### src/rtl/score_bcd_formatter_if.sv
// score_bcd_formatter_if
//   Bundles the score inputs, the update/busy/done handshake and the
//   seven-segment digit outputs of score_bcd_formatter.
//   master : drives left_score, right_score, update; receives results.
//   slave  : the formatter side.
interface score_bcd_formatter_if #(
  parameter int SCORE_BITS = 7
);
  logic [SCORE_BITS-1:0] left_score;
  logic [SCORE_BITS-1:0] right_score;
  logic                  update;
  logic                  busy;
  logic                  done;
  logic [15:0]           data_out;
  logic [3:0]            digit_display;
  logic [3:0]            digit_point;

  modport master (
    output left_score, right_score, update,
    input  busy, done, data_out, digit_display, digit_point
  );

  modport slave (
    input  left_score, right_score, update,
    output busy, done, data_out, digit_display, digit_point
  );
endinterface

### src/rtl/score_bcd_formatter.sv
// score_bcd_formatter
//   Converts two binary player scores into four BCD digits for the pong
//   seven-segment controller using a 7-iteration double-dabble engine.
//   Ports:
//     clk   - rising-edge clock
//     reset - asynchronous active-low reset
//     bus   - score_bcd_formatter_if.slave: scores + update request in;
//             busy, done pulse, data_out digits, digit_display enables and
//             digit_point separators out (all registered).
module score_bcd_formatter #(
  parameter int SCORE_BITS = 7,
  parameter int SCORE_MAX  = 99,
  parameter int SEP_EN     = 1
) (
  input  logic                  clk,
  input  logic                  reset,
  score_bcd_formatter_if.slave  bus
);

  typedef enum logic [1:0] {
    IDLE    = 2'd0,
    CONVERT = 2'd1,
    FINISH  = 2'd2
  } state_t;

  localparam logic [SCORE_BITS-1:0] MAX_V  = SCORE_BITS'(SCORE_MAX);
  localparam logic [6:0]            MAX_7  = 7'(SCORE_MAX);
  localparam logic [3:0]            DP_V   = {1'b0, (SEP_EN != 0), 2'b00};

  state_t      state_r;
  logic [2:0]  cnt_r;
  logic        pending_r;
  logic        busy_r;
  logic        done_r;
  // {tens, units, binary} working registers, one per player
  logic [14:0] sh_l_r;
  logic [14:0] sh_r_r;
  logic [15:0] data_r;
  logic [3:0]  disp_r;
  logic [3:0]  dp_r;

  // The clamp keeps every captured score within two decimal digits, so
  // only the low 7 bits are ever needed by the engine.
  function automatic logic [6:0] clamp7(input logic [SCORE_BITS-1:0] s);
    logic [SCORE_BITS-1:0] c;
    c = (s > MAX_V) ? MAX_V : s;
    return c[6:0];
  endfunction

  // One double-dabble step: adjust each BCD nibble >= 5 by +3, then shift.
  function automatic logic [14:0] dabble(input logic [14:0] r);
    logic [14:0] t;
    t = r;
    if (t[14:11] >= 4'd5) t[14:11] = t[14:11] + 4'd3;
    if (t[10:7]  >= 4'd5) t[10:7]  = t[10:7]  + 4'd3;
    return {t[13:0], 1'b0};
  endfunction

  // Control FSM, conversion datapath and registered display outputs.
  always_ff @(posedge clk or negedge reset) begin
    if (!reset) begin
      state_r   <= IDLE;
      cnt_r     <= 3'd0;
      pending_r <= 1'b0;
      busy_r    <= 1'b0;
      done_r    <= 1'b0;
      sh_l_r    <= 15'd0;
      sh_r_r    <= 15'd0;
      data_r    <= 16'h0000;
      disp_r    <= 4'b0101;
      dp_r      <= DP_V;
    end else begin
      done_r <= 1'b0;
      case (state_r)
        IDLE: begin
          // A request landing on the FINISH edge without a restart is
          // parked in pending and honoured here on the next edge.
          if (bus.update || pending_r) begin
            sh_l_r    <= {8'h00, clamp7(bus.left_score)};
            sh_r_r    <= {8'h00, clamp7(bus.right_score)};
            cnt_r     <= 3'd0;
            pending_r <= 1'b0;
            busy_r    <= 1'b1;
            state_r   <= CONVERT;
          end else begin
            busy_r <= 1'b0;
          end
        end
        CONVERT: begin
          sh_l_r <= dabble(sh_l_r);
          sh_r_r <= dabble(sh_r_r);
          if (bus.update) pending_r <= 1'b1;
          if (cnt_r == 3'd6) begin
            cnt_r   <= 3'd0;
            state_r <= FINISH;
          end else begin
            cnt_r <= cnt_r + 3'd1;
          end
        end
        FINISH: begin
          data_r <= {sh_l_r[14:7], sh_r_r[14:7]};
          disp_r <= {(sh_l_r[14:11] != 4'd0), 1'b1,
                     (sh_r_r[14:11] != 4'd0), 1'b1};
          dp_r   <= DP_V;
          done_r <= 1'b1;
          if (pending_r) begin
            // Restart captures the scores as they are now, which also
            // satisfies any request arriving on this same edge.
            sh_l_r    <= {8'h00, clamp7(bus.left_score)};
            sh_r_r    <= {8'h00, clamp7(bus.right_score)};
            cnt_r     <= 3'd0;
            pending_r <= 1'b0;
            busy_r    <= 1'b1;
            state_r   <= CONVERT;
          end else begin
            pending_r <= bus.update;
            busy_r    <= 1'b0;
            state_r   <= IDLE;
          end
        end
        default: begin
          state_r   <= IDLE;
          cnt_r     <= 3'd0;
          pending_r <= 1'b0;
          busy_r    <= 1'b0;
        end
      endcase
    end
  end

  assign bus.busy          = busy_r;
  assign bus.done          = done_r;
  assign bus.data_out      = data_r;
  assign bus.digit_display = disp_r;
  assign bus.digit_point   = dp_r;

endmodule

### src/flat_wrapper.sv
// flat-port wrapper written by rule: the top's interface ports become plain ports
module score_bcd_formatter_flat 
#(
  parameter int SCORE_BITS = 7,
  parameter int SCORE_MAX  = 99,
  parameter int SEP_EN     = 1
)
  (clk, reset, bus_left_score, bus_right_score, bus_update, bus_busy, bus_done, bus_data_out, bus_digit_display, bus_digit_point);
  score_bcd_formatter_if #(.SCORE_BITS(SCORE_BITS)) bus_i ();
  input  logic clk;
  input  logic reset;
  input wire logic [$bits(bus_i.left_score)-1:0] bus_left_score;
  input wire logic [$bits(bus_i.right_score)-1:0] bus_right_score;
  input wire logic [$bits(bus_i.update)-1:0] bus_update;
  output wire logic [$bits(bus_i.busy)-1:0] bus_busy;
  output wire logic [$bits(bus_i.done)-1:0] bus_done;
  output wire logic [$bits(bus_i.data_out)-1:0] bus_data_out;
  output wire logic [$bits(bus_i.digit_display)-1:0] bus_digit_display;
  output wire logic [$bits(bus_i.digit_point)-1:0] bus_digit_point;
  assign bus_i.left_score = bus_left_score;
  assign bus_i.right_score = bus_right_score;
  assign bus_i.update = bus_update;
  assign bus_busy = bus_i.busy;
  assign bus_done = bus_i.done;
  assign bus_data_out = bus_i.data_out;
  assign bus_digit_display = bus_i.digit_display;
  assign bus_digit_point = bus_i.digit_point;
  score_bcd_formatter #(.SCORE_BITS(SCORE_BITS), .SCORE_MAX(SCORE_MAX), .SEP_EN(SEP_EN)) u_core (.clk(clk), .reset(reset), .bus(bus_i));
endmodule
### config.mk
export PLATFORM = sky130hd
export DESIGN_NAME = score_bcd_formatter_flat
export DESIGN_NICKNAME = d
export VERILOG_FILES = /design/src/rtl/score_bcd_formatter_if.sv /design/src/rtl/score_bcd_formatter.sv /design/src/flat_wrapper.sv
export SDC_FILE = /design/constraint.sdc
export NUM_CORES = 1
export LEC_CHECK = 0
export CAP_MARGIN = 20
export CELL_PAD_IN_SITES_DETAIL_PLACEMENT = 1
export CELL_PAD_IN_SITES_GLOBAL_PLACEMENT = 2
export CORE_MARGIN = 10
export CORE_UTILIZATION = 37
export DETAILED_ROUTE_END_ITERATION = 6
export PLACE_DENSITY_LB_ADDON = 0.1
export SLEW_MARGIN = 30
export SYNTH_ARGS = -nofsm -noshare
export SYNTH_HDL_FRONTEND = slang
export SYNTH_SLANG_ARGS = --single-unit
### constraint.sdc
create_clock -name clk -period 2.9 [get_ports clk]
set_input_delay 0.29 -clock clk [delete_from_list [all_inputs] [get_ports clk]]
set_output_delay 0.29 -clock clk [all_outputs]
set_load 0.01 [all_outputs]
Word-level counts from Yosys, hierarchy flattened
Cells that the tools add are included.
{"block": "word_totals", "elab_cells": 64, "ff_bits": 56, "inputBits": 17, "out_inout_bits": 26}
{"block": "op_classes", "n_addsub": 5, "order_cmp": 6, "mux": 28, "eq_ne": 7, "reduce_logical": 9}
{"op": "15-bit one-hot mux with 3 select lines", "n": 2}
{"op": "15-bit 2-to-1 mux", "n": 4}
{"op": "4-bit by 3-bit >= comparator with 1-bit output, second input constant", "n": 4}
{"op": "3-bit 2-to-1 mux", "n": 5}
{"op": "7-bit greater-than comparator, second input constant", "n": 2}
{"op": "7-bit 2-to-1 mux", "n": 2}
{"op": "3-bit one-hot mux with 3 select lines", "n": 1}
{"op": "4-bit by 2-bit adder with 4-bit output, second input constant", "n": 2}
{"op": "4-bit 2-to-1 mux", "n": 2}
{"op": "4-bit nonzero test", "n": 2}
{"op": "1-bit 2-to-1 mux", "n": 7}
{"op": "3-bit by 2-bit adder with 3-bit output, second input constant", "n": 2}
{"op": "2-bit by 1-bit inequality test with 1-bit output, second input constant", "n": 3}
{"op": "1-bit one-hot mux with 3 select lines", "n": 2}
{"op": "2-bit one-hot mux with 3 select lines", "n": 1}
{"op": "2-bit AND reduction", "n": 3}
{"op": "2-bit 2-to-1 mux", "n": 2}
{"op": "3-bit by 1-bit adder with 3-bit output, second input constant", "n": 1}
{"op": "3-bit == test, second input constant", "n": 1}
{"op": "3-bit AND reduction", "n": 1}
{"op": "3-bit nonzero test", "n": 1}
{"op": "2-bit by 1-bit == test with 1-bit output, second input constant", "n": 1}
{"op": "2-bit == test, second input constant", "n": 1}
{"op": "2-bit zero test", "n": 1}
{"op": "other kinds (2)", "n": 2}

Longest topological paths before layout
Gate-level depths: netlist of run 1.
{"block": "depth", "ltp_word": 4, "depth_mapped": 8, "depth_no_buf": 6}

Worst setup path before layout of run 1
OpenSTA, ideal clock, no wires.
{"block": "synth_path", "path_type": "flip-flop to flip-flop", "start": "register u_core.state_r[0]", "end": "register u_core.sh_r_r[3]", "period_less_slack_ps": 1730, "setup_ps": 123, "arrival_ps": 1607, "stages_incl_launch_ff": 9, "n_path_buf": 2, "required_time_ps": 2777, "setup_slack_ps": 1170, "cell_sequence": "dfrtp_1 -> inv_1 -> ha_1 -> nor3b_2 -> or3_1 -> buf_2 -> buf_6 -> a221oi_2 -> nor2_1"}
{"block": "synth_via", "elab_chain_len": 3, "elab_cells_between_ends": 8, "classes_between": "eq/ne: 4; mux: 1; reduce/logical: 3"}
{"item": "from (decl)", "line_no": "score_bcd_formatter.sv:30", "rtl": "state_t state_r;"}
{"item": "from (signal assigned)", "line_no": "score_bcd_formatter.sv:62", "rtl": "state_r <= IDLE;"}
{"item": "from (signal assigned)", "line_no": "score_bcd_formatter.sv:84", "rtl": "state_r <= CONVERT;"}
{"item": "from (signal assigned)", "line_no": "score_bcd_formatter.sv:95", "rtl": "state_r <= FINISH;"}
{"item": "2-bit == test, or another cell as far along", "line_no": "score_bcd_formatter.sv:74", "rtl": "case (state_r)"}
{"item": "2-bit by 1-bit inequality test with 1-bit output (no source line) or 3-bit nonzero test (tied branches)"}
{"item": "3-bit AND reduction (no source line)"}
{"item": "to (signal assigned)", "line_no": "score_bcd_formatter.sv:80", "rtl": "sh_r_r <= {8'h00, clamp7(bus.right_score)};"}
{"item": "to (signal assigned)", "line_no": "score_bcd_formatter.sv:91", "rtl": "sh_r_r <= dabble(sh_r_r);"}
{"item": "to (signal assigned)", "line_no": "score_bcd_formatter.sv:110", "rtl": "sh_r_r <= {8'h00, clamp7(bus.right_score)};"}
{"item": "to (decl)", "line_no": "score_bcd_formatter.sv:37", "rtl": "logic [14:0] sh_r_r;"}
Parallel ways exist; a longest one is shown, timed or not.
A chain may end at the register's enable or synchronous reset.

Worst setup path after layout of run 1
{"block": "layout_path", "start": "register u_core.state_r[0]", "end": "register u_core.sh_l_r[3]"}
{"block": "layout_via", "elab_chain_len": 3, "elab_cells_between_ends": 8, "classes_between": "eq/ne: 4; mux: 1; reduce/logical: 3"}
{"item": "2-bit == test, or another cell as far along", "line_no": "score_bcd_formatter.sv:74"}
{"item": "2-bit by 1-bit inequality test with 1-bit output (no source line) or 3-bit nonzero test (tied branches)"}
{"item": "3-bit AND reduction (no source line)"}
{"item": "to (signal assigned)", "line_no": "score_bcd_formatter.sv:79", "rtl": "sh_l_r <= {8'h00, clamp7(bus.left_score)};"}
{"item": "to (signal assigned)", "line_no": "score_bcd_formatter.sv:90", "rtl": "sh_l_r <= dabble(sh_l_r);"}
{"item": "to (signal assigned)", "line_no": "score_bcd_formatter.sv:109", "rtl": "sh_l_r <= {8'h00, clamp7(bus.left_score)};"}
{"item": "to (decl)", "line_no": "score_bcd_formatter.sv:36", "rtl": "logic [14:0] sh_l_r;"}
Parallel ways exist; a longest one is shown, timed or not.

==> out/results.tsv, run 1 <==
stage	metric	value	unit
outcome	status	finished, violations left	
outcome	violations	negative hold slack	
clock_network	post_cts_resized	0	
worst_setup_path	cp.arrival	2.16	ns
timing	finClkSkew	0.009095	ns
floorplan	die_y	106.7	µm
yosys	synth_flop_cell	dfrtp_1	
clock_network	cts_inserted_buffers	5	
global_routing	gr-total-overflow	0	
run	maxCapViolCount	0	
clock_network	clock_path_buffers	2	
clock_network	htreeDepth	2	
timing	hold_ws	-0.03747	ns
route	drt_iter0_markers	60	
timing	relSlewSlack	63.91	%
yosys	ys_ff_latch	56	
layout	multiInputGateArea	1250	µm²
yosys	yosysUniqueCellTypes	38	
place	numPortBuffers	36	
floorplan	core_region_area	7292	µm²
yosys	synth_edf_count	0	
floorplan	ios	43	
worst_setup_path	startpoint_type	flop	
timing	timing.final.hold_violations	40	
timing	slew_viol_final	0	
timing	tns	0	ns
timing	rsz0062_at_grt	false	
clock_network	cts_hold_buf	0	
layout	regArea	1401	µm²
yosys	ys_warn_count	0	
worst_setup_path	criticalPathCategory	flop to flop	
yosys	syn_inst	262	
route	postRouteAntennaNets	0	
timing	fmax	507.5	MHz
route	drc	0	
floorplan	start_util	38.16	%
hold_path	hp-class	input port to asynchronous set/reset pin	
floorplan	die_x	106.7	µm
clock_network	cts_sinks	56	
power_and_ir_drop	p_leak	1.436	nW
layout	fill_cells	850	
yosys	syn_avg_cell_area	10.62	µm²
layout	drive_gt1_share	14.05	%
clock_network	clk_pin_slew	0.10	ns
floorplan	die_area	11390	µm²
timing	min_period	1.970	ns
global_routing	antenna_found_initial	0	
power_and_ir_drop	pwr_density_cell	829.6	nW/µm²
yosys	yosys-top-cells-count	dfrtp_1 (56), nand2_1 (24), mux2_2 (21), o21ai_0 (21), nor2_1 (18)	
place	postPlaceCellArea	3232	µm²
route	wire_per_inst	15.01	µm
route	vias	1999	
timing	period_share	67.94	%
place	gp_congestion	0.7157	
layout	design_area	3324	µm²
route	drt_pre_antenna_iters	4	
layout	nets	329	
global_routing	track_usage	10.73	%
floorplan	rows	31	
yosys	netlist_area	2783	µm²
power_and_ir_drop	peakVddDrop	314.7	µV
timing	setup_viol	0	
place	place_inst	390	
yosys	synthArstFlopShare	100.0	%
layout	syn_to_final_growth	19.47	%
clock_network	root_buffer	clkbuf_8	
place	dp_hpwl	4269	µm
timing	worst_pin_slew	0.5413	ns
clock_network	insertion_delay	0.30	ns
worst_setup_path	worstPathRequired	3.09	ns
yosys	yosysTopAreaCellShare	50.36	%
layout	insertedDiodeCount	0	
global_routing	grt_pass1_wl	10250	µm
global_routing	grt_pass1_vias	2122	
global_routing	grt_start_max_net_pins	43	
clock_network	post_cts_buffers	0	
yosys	yosysTopAreaCell	dfrtp_1	
worst_setup_path	path_max_fanout	34	
layout	stdcell_count	398	
route	wl	5975	µm
yosys	yosysMostFrequentCell	dfrtp_1	
yosys	synth.area.top_cells	dfrtp_1 (50%), mux2_2 (8.5%), ha_1 (6.3%)	
power_and_ir_drop	finalPower	2.758	mW
worst_setup_path	end_kind	flop	
route	vias_per_cell	5.023	
clock_network	cts_tree	done	
yosys	yosysSeqAreaShare	50.36	%
[power breakdown]
group          total, mW  switching, mW  internal (mW)
logic               1.19          0.693          0.498
clock network      0.437          0.242          0.196
registers           1.13          0.141          0.989
[path summary, 6_finish.rpt]
check	from	endpoint	slack, ns	cells after the start
hold reg to reg	u_core.sh_l_r[5]	u_core.sh_l_r[5]	0.49	2
hold / removal	reset	u_core.bus.data_out[15]	-0.04	1
setup / recovery	u_core.state_r[0]	u_core.sh_l_r[3]	0.93	7
max in group asynchronous	reset	u_core.sh_r_r[4]	2.38	2
min in group clk	u_core.sh_l_r[5]	u_core.sh_l_r[5]	0.49	2
setup reg to reg	u_core.state_r[0]	u_core.sh_l_r[3]	0.93	7
[routing by layer]
layer / vias to the layer above / part of all wire [%] / global-route usage, %
li1: 971 / - / -
met1: 990 / 48 / 14.01
met2: 34 / 47 / 17.16
met3: 4 / 3.5 / 2.635
met4: 0 / 0.85 / 3.191
met5: - / 0 / 0
[cells by family after synthesis]
group / after synthesis / share of synthesized area, %
and+or+nand+nor: 65 / 11.15
xor gates and xnor gates: 4 / 1.259
DFF: 56 / 50.36
adders and majority gates: 14 / 6.295
muxes: 25 / 9.937
AOI/OAI and AO/OA: 65 / 15.29
other: 2 / 0.2699
buffers and inverters: 31 / 5.441
[state kept, by name (all words and copies together) (netlist names)]
name and cells:
u_core.sh_r_r 15, u_core.cnt_r 3, u_core.bus.data_out 16, u_core.state_r 2, u_core.bus.digit_display 2, u_core.sh_l_r 15, u_core.bus.done 1, u_core.pending_r 1
u_core.bus.busy 1
[placed cells by master (no fill, tap or decap), types with 7 or more instances in the layout]
master and n:
ha_1 14, o21ai_0 21, mux2_2 21, nor2_1 18, inv_1 13, nor3b_1 7, clkdlybuf4s50_1 35, a21oi_1 11
dfrtp_1 56, buf_4 8, nand2_1 24
[area by class of cell]
| class | instances | area share [%] |
|---|---|---|
| sequential | 56 | 42.15 |
| multi-input combinational | 179 | 37.60 |
| timing repair buffer | 43 | 12.34 |
| tap | 99 | 3.726 |
| clock buffer | 8 | 2.710 |
| inverter | 13 | 1.468 |
[per-stage QoR]
step	utilization [%]	setup WS, ns
after floorplan	-	1.170
after global placement	44.32	0.9172
after detailed placement	44.32	0.8261
after CTS	45.56	0.9079
after global routing	45.59	0.8056
final	45.59	0.9297
[critical path, stage by stage, from the launching register on]
cell and delay, ns:
dfrtp_1 0.38, inv_1 0.08, ha_1 0.22, nor3b_2 0.19
or3_1 0.37, buf_4 0.26, a221oi_1 0.28, nor2_1 0.07
Power figures use the tool's default switching activity.
==> run 2: changes to the inputs <==
--- a/config.mk
+++ b/config.mk
@@ -9,7 +9,7 @@
 export CELL_PAD_IN_SITES_DETAIL_PLACEMENT = 1
 export CELL_PAD_IN_SITES_GLOBAL_PLACEMENT = 2
 export CORE_MARGIN = 10
-export CORE_UTILIZATION = 37
+export CORE_UTILIZATION = 34
 export DETAILED_ROUTE_END_ITERATION = 6
 export PLACE_DENSITY_LB_ADDON = 0.1
 export SLEW_MARGIN = 30
==> constraint.sdc (replaced) <==
create_clock -name clk -period 1.9 [get_ports clk]
set_input_delay 0.19 -clock clk [delete_from_list [all_inputs] [get_ports clk]]
set_output_delay 0.19 -clock clk [all_outputs]
set_load 0.01 [all_outputs]
==> run 2 against run 1 <==
Effect of this change:
- the run now ends clean
- clock skew increased by 0.0027 ns
- largest cell class unchanged
- wire length increased by 6.2%
- sequential share of layout area decreased by 2.4 points
- clock-buffer cell count decreased by 1
- cell count increased by 4.3%
- fmax increased by 9.9%
- clock power increased by 95%
- via count increased by 2.3%
- total power increased by 73%
- global-route usage decreased by 0.83 points
- die area increased by 7.1%
==> out/results.tsv, run 2 (synthesized netlist as in run 1, its figures left out) <==
stage	metric	value	unit	change
hold_path	hp-class	input port to asynchronous set/reset pin		
floorplan	ios	43		unchanged
floorplan	die_y	110.5	µm	+3.5%
floorplan	die_x	110.5	µm	+3.5%
worst_setup_path	path_max_fanout	34		unchanged
timing	min_period	1.793	ns	-0.1771 ns
route	postRouteAntennaNets	0		unchanged
layout	syn_to_final_growth	26.80	%	
timing	slew_viol_final	0		unchanged
clock_network	cts_inserted_buffers	5		unchanged
place	numPortBuffers	36		unchanged
layout	nets	343		+4.3%
layout	utilization	44.96	%	-0.63 points
worst_setup_path	r2r_slack	0.11	ns	-0.82 ns
layout	mostFrequentLayoutCell	dfrtp_1		
timing	worst_pin_slew	0.5081	ns	-0.03326 ns
floorplan	start_util	35.46	%	-2.7 points
global_routing	gr-total-overflow	0		unchanged
route	vias	2044		+2.3%
timing	worst_slack	0.1067	ns	-0.8229 ns
place	place_ws	0.05239	ns	-0.7737 ns
timing	tns	0	ns	unchanged
clock_network	clock_path_buffers	2		unchanged
worst_setup_path	startpoint_type	flop		
timing	finClkSkew	0.01180	ns	+0.002710 ns
run	maxCapViolCount	0		unchanged
global_routing	grt_start_max_net_pins	37		-14%
outcome	status	complete, no violations		
worst_setup_path	rr_worst_depth	7		unchanged
layout	largest_reg_flops	16		unchanged
global_routing	track_usage	9.906	%	-0.83 points
timing	hold_ws	0.3770	ns	+0.4145 ns
clock_network	cts_sinks	56		unchanged
floorplan	core_region_area	7848	µm²	+7.6%
clock_network	clk_pin_slew	0.10	ns	about the same
layout	mostFrequentLayoutCells	dfrtp_1 (56), clkdlybuf4s50_1 (35), nand2_1 (24)		
timing	relSlewSlack	66.13	%	+2.2 points
worst_setup_path	criticalPathCategory	flop to flop		
layout	drive_gt1_share	19.81	%	+5.8 points
power_and_ir_drop	p_leak	1.538	nW	+7.1%
global_routing	grt_pass1_vias	2114		-0.38%
worst_setup_path	end_kind	flop		
timing	period_share	94.38	%	+26 points
global_routing	grt_pass1_wl	10550	µm	+2.9%
layout	insertedDiodeCount	0		unchanged
route	drt_iter0_markers	56		-6.7%
worst_setup_path	r2r-start	u_core.state_r[1]		
worst_setup_path	cp.arrival	1.99	ns	-0.17 ns
clock_network	cts_tree	done		
worst_setup_path	worstPathRequired	2.10	ns	-0.99 ns
clock_network	htreeDepth	2		unchanged
route	wl	6343	µm	+6.2%
clock_network	insertion_delay	0.31	ns	about the same
route	wire_per_inst	15.28	µm	+1.8%
timing	setup_viol	0		unchanged
route	vias_per_cell	4.925		-1.9%
clock_network	root_buffer	clkbuf_8		
timing	timing.final.hold_violations	0		-100%
power_and_ir_drop	peakVddDrop	613.1	µV	+95%
floorplan	rows	32		+3.2%
timing	fmax	557.6	MHz	+9.9%
floorplan	die_area	12200	µm²	+7.1%
place	gp_congestion	0.7434		+3.9%
worst_setup_path	r2r-end	u_core.sh_r_r[4]		
place	dp_hpwl	4545	µm	+6.5%
route	drt_pre_antenna_iters	4		unchanged
route	drc	0		unchanged
power_and_ir_drop	pwr_density_cell	1350	nW/µm²	+63%
global_routing	antenna_found_initial	0		unchanged
run 2: critical path, stage by stage (launching register included):
cell and delay [ns]:
dfrtp_1 0.41, inv_1 0.08, ha_1 0.19, nor3b_2 0.17
or3_4 0.38, buf_12 0.18, a221oi_2 0.20, nor2_1 0.07
run 2: how the worst max path moves through the flow:
stage	slack (ns)	from	end	depth (start not counted)
floorplan	0.17	u_core.state_r[0]	u_core.sh_r_r[3]	8
detailed placement	0.05	u_core.state_r[1]	u_core.sh_r_r[2]	7
global placement	0.11	u_core.state_r[1]	u_core.sh_l_r[3]	7
global route	-0.003	u_core.state_r[1]	u_core.sh_r_r[3]	7
finish	0.11	u_core.state_r[1]	u_core.sh_r_r[4]	7
CTS	0.05	u_core.state_r[0]	u_core.sh_r_r[2]	7
run 2: what timing repair did:
| action | in CTS | in global routing |
|---|---|---|
| endpoints found under the hold margin | 20 | 0 |
| buffers inserted | 0 | 3 |
| setup endpoints to repair | 0 | 10 |
| gates resized for setup | 0 | 6 |
| hold buffers | 1 | 0 |
run 2: metal layers:
layer  part of all wire (%)  up-vias  track usage [%]
met4                   0.76        0            2.332
met5                      0        -                0
met2                     47       31            15.73
met3                    2.9        5            2.431
met1                     50     1001            13.16
li1                       -     1007                -
run 2: where the power goes:
| group | internal [mW] | total [mW] | leakage, nW | switching [mW] |
|---|---|---|---|---|
| Combinational | 1.02 | 2.18 | 0.733 | 1.16 |
| Clock | 0.466 | 0.854 | 0.0645 | 0.388 |
| Sequential | 1.51 | 1.73 | 0.741 | 0.223 |
run 2: area by class of cell:
cell class,instances,area (µm²)
timing repair buffer,57,544.3
clock buffer,7,96.34
fill,890,4319
tap,102,127.6
multi-input combinational,179,1280
clock inverter,1,30.03
sequential,56,1401
inverter,13,48.80
run 2: through the flow:
step | total power, mW | instance area (µm²) | instances
2_1_floorplan | 2.998 | 2798 | 266
3_3_place_gp | 3.779 | 3336 | 403
3_5_place_dp | 3.832 | 3336 | 403
4_1_cts | 4.720 | 3472 | 412
5_1_grt | 5.182 | 3528 | 415
6_report | 4.763 | 3528 | 415
